## config.mk

```make
export PLATFORM = sky130hd
export DESIGN_NAME = writeback_scoreboard
export DESIGN_NICKNAME = d
export VERILOG_FILES = /design/src/rtl/core_pkg.sv /design/src/rtl/rr_arbiter.sv /design/src/rtl/writeback_scoreboard.sv
export SDC_FILE = /design/constraint.sdc
export NUM_CORES = 1
export LEC_CHECK = 0
export ABC_CLOCK_PERIOD_IN_PS = 4240
export CAP_MARGIN = 30
export CORE_MARGIN = 5
export CORE_UTILIZATION = 30
export CTS_BUF_LIST = sky130_fd_sc_hd__clkbuf_2
export DETAILED_ROUTE_END_ITERATION = 6
export GPL_ROUTABILITY_DRIVEN = 0
export GPL_TIMING_DRIVEN = 1
export SYNTH_ARGS = -nofsm -noshare
export SYNTH_HDL_FRONTEND = slang
export SYNTH_HIERARCHICAL = 1
export SYNTH_SLANG_ARGS = --single-unit
```

## constraint.sdc

```tcl
create_clock -name clk -period 4.24 [get_ports clk]
set_input_delay 0.848 -clock clk [delete_from_list [all_inputs] [get_ports clk]]
set_output_delay 0.848 -clock clk [all_outputs]
set_load 0.02 [all_outputs]
```

## src/rtl/core_pkg.sv

```systemverilog
// Shared integer-core constants: data width, register-file geometry and
// the fixed mapping of execution units onto write-back source indices.
package core_pkg;

   localparam int XLEN       = 64;
   localparam int REG_ADDR_W = 5;
   localparam int NUM_REGS   = 32;

   localparam int SRC_ALU = 0;
   localparam int SRC_MUL = 1;
   localparam int SRC_LSU = 2;

   typedef logic [REG_ADDR_W-1:0] reg_addr_t;

   // Width of a pointer that selects one of n requesters (never zero-width).
   function automatic int ptr_width(input int n);
      return (n > 1) ? $clog2(n) : 1;
   endfunction

endpackage

```

## src/rtl/rr_arbiter.sv

```systemverilog
// Round-robin arbiter: grants the first asserted request at or after ptr,
// wrapping around, and reports the pointer to use after this grant.
module rr_arbiter #(
   parameter int N     = 3,
   parameter int PTR_W = core_pkg::ptr_width(N)
) (
   input  logic [N-1:0]     req,
   input  logic [PTR_W-1:0] ptr,
   output logic [N-1:0]     grant,
   output logic [PTR_W-1:0] ptr_next
);

   int   base;
   logic found;

   // Two passes: requesters from base upward, then the ones that wrapped.
   always_comb begin
      grant    = '0;
      ptr_next = ptr;
      found    = 1'b0;
      base     = (int'(ptr) >= N) ? 0 : int'(ptr);
      for (int i = 0; i < N; i++) begin
         if (!found && req[i] && (i >= base)) begin
            grant[i] = 1'b1;
            found    = 1'b1;
            ptr_next = (i == N - 1) ? '0 : PTR_W'(i + 1);
         end
      end
      for (int i = 0; i < N; i++) begin
         if (!found && req[i] && (i < base)) begin
            grant[i] = 1'b1;
            found    = 1'b1;
            ptr_next = (i == N - 1) ? '0 : PTR_W'(i + 1);
         end
      end
   end

endmodule

```

## src/rtl/writeback_scoreboard.sv

```systemverilog
// Register-file write-back: busy scoreboard with RAW/WAW issue stall and a
// round-robin arbiter merging execution results onto the single write port.
module writeback_scoreboard #(
   parameter int NUM_SRC = 3,
   parameter int XLEN    = core_pkg::XLEN
) (
   input  logic                                          clk,
   input  logic                                          reset,
   input  logic                                          iss_valid_i,
   input  logic [core_pkg::REG_ADDR_W-1:0]               iss_rs1_i,
   input  logic [core_pkg::REG_ADDR_W-1:0]               iss_rs2_i,
   input  logic [core_pkg::REG_ADDR_W-1:0]               iss_rd_i,
   input  logic                                          iss_rd_wr_i,
   output logic                                          iss_stall_o,
   input  logic [NUM_SRC-1:0]                            res_valid_i,
   input  logic [NUM_SRC-1:0][core_pkg::REG_ADDR_W-1:0]  res_rd_i,
   input  logic [NUM_SRC-1:0][XLEN-1:0]                  res_data_i,
   output logic [NUM_SRC-1:0]                            res_ready_o,
   output logic [core_pkg::REG_ADDR_W-1:0]               rd_addr_o,
   output logic                                          wr_en_o,
   output logic [XLEN-1:0]                               wr_data_o,
   output logic [core_pkg::NUM_REGS-1:0]                 busy_o,
   output logic                                          err_o
);

   import core_pkg::*;

   localparam int PTR_W = ptr_width(NUM_SRC);

   // x0 has no storage; it reads as not-busy through busy_vec.
   logic [NUM_REGS-1:1] busy_q, busy_d;
   logic [NUM_REGS-1:0] busy_vec;
   logic [PTR_W-1:0]    ptr_q, ptr_next;
   logic [NUM_SRC-1:0]  grant;
   logic                transfer, accept, set_en, err_hit;
   reg_addr_t           sel_rd;
   logic [XLEN-1:0]     sel_data;

   assign busy_vec = {busy_q, 1'b0};
   assign busy_o   = busy_vec;

   assign iss_stall_o = iss_valid_i &&
                        (busy_vec[iss_rs1_i] || busy_vec[iss_rs2_i] ||
                         (iss_rd_wr_i && busy_vec[iss_rd_i]));
   assign accept = iss_valid_i && !iss_stall_o;
   assign set_en = accept && iss_rd_wr_i && (iss_rd_i != '0);

   rr_arbiter #(
      .N     (NUM_SRC),
      .PTR_W (PTR_W)
   ) u_arb (
      .req      (res_valid_i),
      .ptr      (ptr_q),
      .grant    (grant),
      .ptr_next (ptr_next)
   );

   assign res_ready_o = grant;
   assign transfer    = |(grant & res_valid_i);

   always_comb begin
      sel_rd   = '0;
      sel_data = '0;
      for (int s = 0; s < NUM_SRC; s++) begin
         if (grant[s]) begin
            sel_rd   = res_rd_i[s];
            sel_data = res_data_i[s];
         end
      end
   end

   // A write to a register nobody is waiting on means a lost or duplicated result.
   assign err_hit = transfer && (sel_rd != '0) && !busy_vec[sel_rd];

   // Clear is applied first so a same-cycle set on that index wins.
   always_comb begin
      busy_d = busy_q;
      for (int r = 1; r < NUM_REGS; r++) begin
         if (wr_en_o && (rd_addr_o == REG_ADDR_W'(r))) busy_d[r] = 1'b0;
         if (set_en && (iss_rd_i == REG_ADDR_W'(r)))   busy_d[r] = 1'b1;
      end
   end

   // NOTE: sequential state uses non-blocking assignments so every flop samples
   // pre-edge values regardless of block ordering.
   always_ff @(posedge clk or posedge reset) begin
      if (reset) begin
         busy_q    <= '0;
         ptr_q     <= '0;
         rd_addr_o <= '0;
         wr_en_o   <= 1'b0;
         wr_data_o <= '0;
         err_o     <= 1'b0;
      end else begin
         busy_q  <= busy_d;
         wr_en_o <= transfer && (sel_rd != '0);
         if (transfer) begin
            ptr_q     <= ptr_next;
            rd_addr_o <= sel_rd;
            wr_data_o <= sel_data;
         end
         if (err_hit) err_o <= 1'b1;
      end
   end

endmodule

```

==> results of run 1 <==
-- layout make-up --
class / count / area [um^2] / area share
Tap cell: 285 / 357 / 0.0333
Clock buffer: 10 / 50.0 / 0.00467
Inverter: 12 / 47.5 / 0.00444
Multi-Input combinational cell: 563 / 3880 / 0.362
Antenna cell: 1 / 2.50 / 0.000234
Clock inverter: 6 / 75.1 / 0.00701
Timing Repair Buffer: 375 / 3700 / 0.345
Sequential cell: 104 / 2600 / 0.243
-- sequential cells by signal (all words and copies together), names as in the netlist --
register	cells
wr_en_o	1
err_o	1
ptr_q	2
rd_addr_o	5
busy_q	31
wr_data_o	64
-- worst max-delay path, cell delays in order --
cell,delay [ns]
clkdlybuf4s50_1,0.52
mux4_1,0.56
mux2_2,0.28
a311oi_2,0.35
o211ai_2,0.18
and2_1,0.19
dlygate4sd2_1,0.32
-- synthesized netlist by cell type, types with 3 or more instances --
master    instances
o21ai_0         170
dfrtp_1         104
nand2_1          91
a221o_1          63
clkbuf_1         46
o31ai_1          29
nand3_1          21
mux2i_1          15
nor2_1           15
nor2b_1          15
mux4_2           14
a21oi_1          13
inv_1            12
mux2_2           12
nand4_1          12
nand3b_1          9
buf_1             8
buf_2             6
nand2b_1          6
o211ai_1          6
buf_6             5
nor4_1            5
a21o_1            4
a22oi_1           4
and3_1            4
nor3b_1           4
a221oi_1          3
a311oi_1          3
a31oi_1           3
-- what timing repair did --
item,in CTS,in global routing
gates resized for setup,2,1
setup endpoints to repair,1,1
pin swaps,0,0
-- layout by cell type (no fill, tap or decap), types with 3 or more instances in the layout --
cell | synthesis | final
buf_4 | 1 | 37
a21o_1 | 4 | 4
o21ai_0 | 170 | 169
buf_12 | 0 | 4
nor2_1 | 15 | 15
nand2_1 | 91 | 91
nor3b_1 | 4 | 4
mux2_2 | 12 | 12
nand2b_1 | 6 | 6
nor2b_1 | 15 | 14
o211ai_1 | 6 | 6
a221o_1 | 63 | 63
nor4_1 | 5 | 5
inv_1 | 12 | 10
mux4_2 | 14 | 14
nand4_1 | 12 | 12
clkbuf_2 | 0 | 10
nand3_1 | 21 | 21
and3_1 | 4 | 3
a31oi_1 | 3 | 3
a221oi_1 | 3 | 3
a21oi_1 | 13 | 13
o31ai_1 | 29 | 29
a311oi_1 | 3 | 3
mux2i_1 | 15 | 15
a22oi_1 | 4 | 4
dfrtp_1 | 104 | 104
clkdlybuf4s50_1 | 0 | 332
nand3b_1 | 9 | 9
-- worst min path at each step --
stage | startpoint | to | cells past startpoint
floorplan | ptr_q[0] | ptr_q[0] | 1
global placement | wr_data_o[57] | wr_data_o[57] | 2
detailed placement | wr_data_o[61] | wr_data_o[61] | 2
CTS | reset | wr_data_o[34] | 2
global route | reset | wr_data_o[28] | 2
finish | reset | wr_data_o[28] | 2
-- cells by family after synthesis --
group | share of synthesized area
and+or+nand+nor | 0.141
buffers and inverters | 0.0502
AOI/OAI and AO/OA | 0.324
DFF | 0.383
adders and majority gates | 0.00368
other | 0.000551
muxes | 0.0983
-- metrics by stage --
step	util	cells	cell area [um^2]	setup slack (ns)
final	0.476	1356	10700	0.140
after floorplan	-	745	6800	0.660
after global routing	0.476	1356	10700	0.0522
after detailed placement	0.471	1339	10600	-0.166
after CTS	0.476	1355	10700	0.137
after global placement	0.471	1339	10600	-0.183
-- power by group --
part	internal, uW	leakage (uW)	switching (uW)	total (uW)
Clock	148	0.0000746	363	510
Sequential	1420	0.00125	499	1920
Combinational	1980	0.00278	2330	4320
Total	3550	0.00410	3200	6740
-- routing by layer --
layer  vias to the layer above  routed length (um)  track usage
met1                      3631               12400        0.281
met5                         -                  34            0
met3                        39                2780       0.0675
li1                       3531                   -            -
met2                       397               15300        0.395
met4                         4                 560       0.0489
==> flow_summary.yaml, run 1 <==
synthesis:
  syn_area_per_cell_um2: 9.13
  synth_top_area_cell: "dfrtp_1"
  syn-num-nets: 976
  ys_ff_latch: 104
  synth_edf_count: 0
  ys.flop_type: "dfrtp_1"
  synthCells: 745
  synth_cell_types: 63
  synth_seq_area_share: 0.383
  synthesis.area_um2: 6800
  async_flop_share: 1.00
  synth_top_area_frac: 0.383
  ys.warnings.count: 6
  yosys-top-cells-area: "dfrtp_1, o21ai_0, a221o_1"
routing:
  num_vias: 7602
  wl_um: 31100
  route.detailed.drc: 0
  drt_iter0_markers: 594
  vias_per_cell: 5.61
  ant_nets: 0
  wl_per_cell_um: 22.9
  drt_first_pass_iters: 7
clocking:
  clk_latency_ns: 0.63
  root_buffer: "clkbuf_2"
  clkTransAtPathRegs_ns: 0.31
  ctsLongestPathBuffers: 2
  cts_hold_buffers: 0
  cts_made_buffers: 9
  cts_tree: "done"
  cts_sinks: 104
  htreeDepth: 3
  postCtsSetupRepairBufs: 0
timing:
  fin_skew_ns: 0.0336
  clock.fmax_ghz: 0.244
  relSlewSlack: 0.644
  rsz0062_at_grt: "no"
  fin_crit_ns: 4.10
  setup_tns_ns: 0
  finalHoldViolCount: 0
  min_period_over_period: 0.967
  hold_slack_ns: 0.423
  slew_violations: 0
  finalSetupViolCount: 0
  worst-slew-pin-transition_ns: 0.535
place:
  portBuffers: 334
  dp_hpwl_um: 23800
global_routing:
  grt-ovfl-total: 0
  grt_antenna_before_repair: 3
  grt_max_degree: 92
  grt_pass1_vias: 7390
  grt_pass1_wl_um: 45800
  grt_use_total: 0.228
finish:
  fill_cells: 2164
  layout-drive-gt1-share: 0.0916
  finalNetCount: 1296
  syn2layout_area_growth_pct: 57.6
setup_path:
  crit_path_start: "iss_rs1_i[0]"
  r2r-end: "err_o"
  crit_required_ns: 3.39
  critical_path.endpoint: "iss_stall_o"
  rrSetupSlack_ns: 1.10
  criticalPathCategory: "in -> out"
  critPathLaunchType: "primary input"
  worstPathArrival_ns: 3.25
  path_max_fanout: 3
  reg2regPathDepth: 12
  crit_path_end_kind: "output port"
  r2r_start: "ptr_q[0]"
die:
  initial_utilization: 0.302
  core-area_um2: 22500
  boundaryPins: 336
  num_rows: 55
  die_height_um: 161
  fp.dieW_um: 161
  dieArea_um2: 25800
power_and_ir_drop:
  power_uw: 6740
  cellLeakagePower_uw: 0.00410
  ir_drop_mv: 0.272
  power_density_nw_per_um2: 629
flow_run:
  cap_violations: 0
outcome:
  status: "completed"
hold_path:
  hp-class: "in -> async"
Power figures use the tool's default switching activity.
==> run 2, diff against run 1 <==
Settings changed: MAX_ROUTING_LAYER set to met4, PLACE_DENSITY set to 0.66, SYNTH_HIERARCHICAL 1 to unset.
==> run 2 against run 1 <==
  * The flow now finishes with violations (design-rule violations)
  * Hold slack better by 0.11 ns
  * Combinational power is 33% lower
  * Sequential cell count stayed put
  * Die area is 15% lower
  * Clock skew is 0.0012 ns higher
  * Critical endpoint unchanged
  * Largest power group unchanged
==> flow_summary.yaml, run 2 <==
setup_path:
  crit_path_end_kind: "output port"
  cpMostUsedCell: "mux4_2"
  worstPathArrival_ns: 3.28
  path_max_fanout: 8
  worst-path-buf-inv: 3
  crit_family: "multiplexers"
  critPathLaunchType: "primary input"
  cp_slowest_stage_delay_ns: 0.51
  worstPathCellList: "clkdlybuf4s50_1, buf_6, mux4_2, mux4_2, mux2i_1, nand2_1, a31o_2, and2_1, buf_4"
  crit_slowest_cell: "mux4_2"
  criticalPathCategory: "in -> out"
  crit_required_ns: 3.39
synthesis:
  synthCells: 571
  syn_area_per_cell_um2: 10.0
  synth_common_cells: "nand2_1, dfrtp_1, a222oi_1"
  async_flop_share: 1.00
  synth_cell_types: 47
  synth_top_area_cell: "dfrtp_1"
  syn-num-nets: 802
  ys.flop_type: "dfrtp_1"
  synth_seq_area_share: 0.454
  synth_edf_count: 0
  synth.most_common_cell: "nand2_1"
  synthesis.area_um2: 5730
  ys_ff_latch: 104
  ys.warnings.count: 0
  synth_top_area_frac: 0.454
  yosys-top-cells-area: "dfrtp_1, a222oi_1, nand2_1"
timing:
  slew_violations: 0
  worst-slew-pin-transition_ns: 0.830
  finalSetupViolCount: 0
  relSlewSlack: 0.447
  fin_skew_ns: 0.0348
  setup_tns_ns: 0
  hold_slack_ns: 0.537
  rsz0062_at_grt: "no"
  min_period_over_period: 0.973
  clock.fmax_ghz: 0.242
  fin_crit_ns: 4.13
  finalHoldViolCount: 0
clocking:
  cts_tree: "done"
  root_buffer: "clkbuf_2"
  cts_made_buffers: 9
  clkTransAtPathRegs_ns: 0.25
  cts_sinks: 104
  clk_latency_ns: 0.63
  htreeDepth: 3
  postCtsSetupRepairBufs: 0
  ctsLongestPathBuffers: 2
routing:
  drt_first_pass_iters: 7
  wl_per_cell_um: 23.0
  drt_iter0_markers: 682
  vias_per_cell: 5.67
  num_vias: 6444
  route.detailed.drc: 4
  ant_nets: 0
  wl_um: 26200
finish:
  top_register: "wr_data_o"
  fill_cells: 1722
  finalNetCount: 1127
  reg_top3: "wr_data_o x64, busy_q x31, rd_addr_o x5"
  final_area_um2: 9530
  syn2layout_area_growth_pct: 66.3
  layout_common_cells: "clkdlybuf4s50_1, nand2_1, dfrtp_1"
  final_common_cell: "clkdlybuf4s50_1"
  finalNonFillerCells: 1137
  layout-drive-gt1-share: 0.0866
  largest_reg_flops: 64
global_routing:
  grt-ovfl-total: 0
  grt_max_degree: 105
  grt_pass1_vias: 6431
  grt_antenna_before_repair: 2
  grt_use_total: 0.233
  grt_pass1_wl_um: 38200
place:
  portBuffers: 334
  dp_hpwl_um: 19500
  place_area_um2: 9400
  place_inst: 1119
power_and_ir_drop:
  power_density_nw_per_um2: 551
  ir_drop_mv: 0.208
  cellLeakagePower_uw: 0.00390
die:
  boundaryPins: 336
  die_height_um: 148
  num_rows: 50
  core-area_um2: 18800
  fp.dieW_um: 148
  dieArea_um2: 22000
  initial_utilization: 0.305
outcome:
  status: "finished, violations left"
  violations: "design-rule violations"
hold_path:
  hp-class: "reg -> reg"
flow_run:
  cap_violations: 0
-- run 2: cell types whose count changed after synthesis, sizes merged, moves of 9 or more --
cell	previous run	this run
o21ai	170	65
a222oi	1	66
a221o	63	0
nand2	91	151
o31ai	29	2
clkbuf	46	26
nand3	21	8
nand4	12	1
nor2	15	4
a21oi	14	4
nor2b	15	5
mux2	13	4
mux4	16	25
nand3b	9	0
-- run 2: worst paths after layout --
kind,from,to,slack (ns),cells after the start
setup / recovery,iss_rs2_i[0],iss_stall_o,0.11,9
hold / removal,wr_data_o[60],wr_data_o[60],0.54,2
setup reg to reg,ptr_q[0],err_o,1.05,11
hold reg to reg,wr_data_o[60],wr_data_o[60],0.54,2
max in group asynchronous,reset,busy_q[9],3.13,3
min in group asynchronous,reset,wr_data_o[20],0.64,3
-- run 2: layer usage --
layer / share of wire / global-route usage / up-vias
met5: 0 / - / -
met4: 0.034 / 0.0938 / 0
met3: 0.10 / 0.0579 / 68
met2: 0.50 / 0.390 / 405
met1: 0.36 / 0.270 / 3104
li1: - / - / 2867
-- run 2: layout make-up --
cell class,instances,area [um^2],share of cell area
Clock buffer,9,45.0,0.00473
Inverter,11,43.8,0.00459
Tap cell,234,293,0.0307
Timing Repair Buffer,356,3530,0.370
Clock inverter,7,75.1,0.00788
Sequential cell,104,2600,0.273
Antenna cell,2,5.00,0.000525
Multi-Input combinational cell,414,2940,0.308
-- run 2: worst reg2reg max path, delay by kind of cell, from the launching register on --
family / cells / cell delay (ns)
compound gates: 7 / 1.67
fa+ha+maj: 1 / 0.34
buf+inv: 2 / 0.31
simple gates: 1 / 0.36
flops: 1 / 0.44
-- run 2: cells by family (layout without fill, tap and decap cells) --
group	after synthesis	count (layout)	synth area share
AOI/OAI and AO/OA	167	167	0.223
adders and majority gates	2	2	0.00437
buffers and inverters	53	383	0.0365
DFF	104	104	0.454
muxes	43	43	0.131
other	1	3	0.000654
and+or+nand+nor	201	201	0.151
-- run 2: power breakdown --
part / switching [uW] / internal, uW / total [uW]
Sequential: 504 / 1350 / 1850
Clock: 366 / 144 / 510
Combinational: 1470 / 1420 / 2890
-- run 2: what timing repair did --
action / in CTS / in global routing
hold buffers: 0 / 0
gates cloned: 0 / 0
pin swaps: 0 / 1
resized for setup: 5 / 3
endpoints found under the setup margin: 1 / 1
hold endpoints to repair: 0 / 0
-- run 2: through the flow --
stage	worst slack, ns	power, uW	util
after floorplan	0.660	3180	-
after global placement	-0.255	4730	0.501
after detailed placement	-0.297	4750	0.501
after CTS	0.0919	5270	0.507
after global routing	0.0209	5520	0.508
final	0.113	5250	0.508
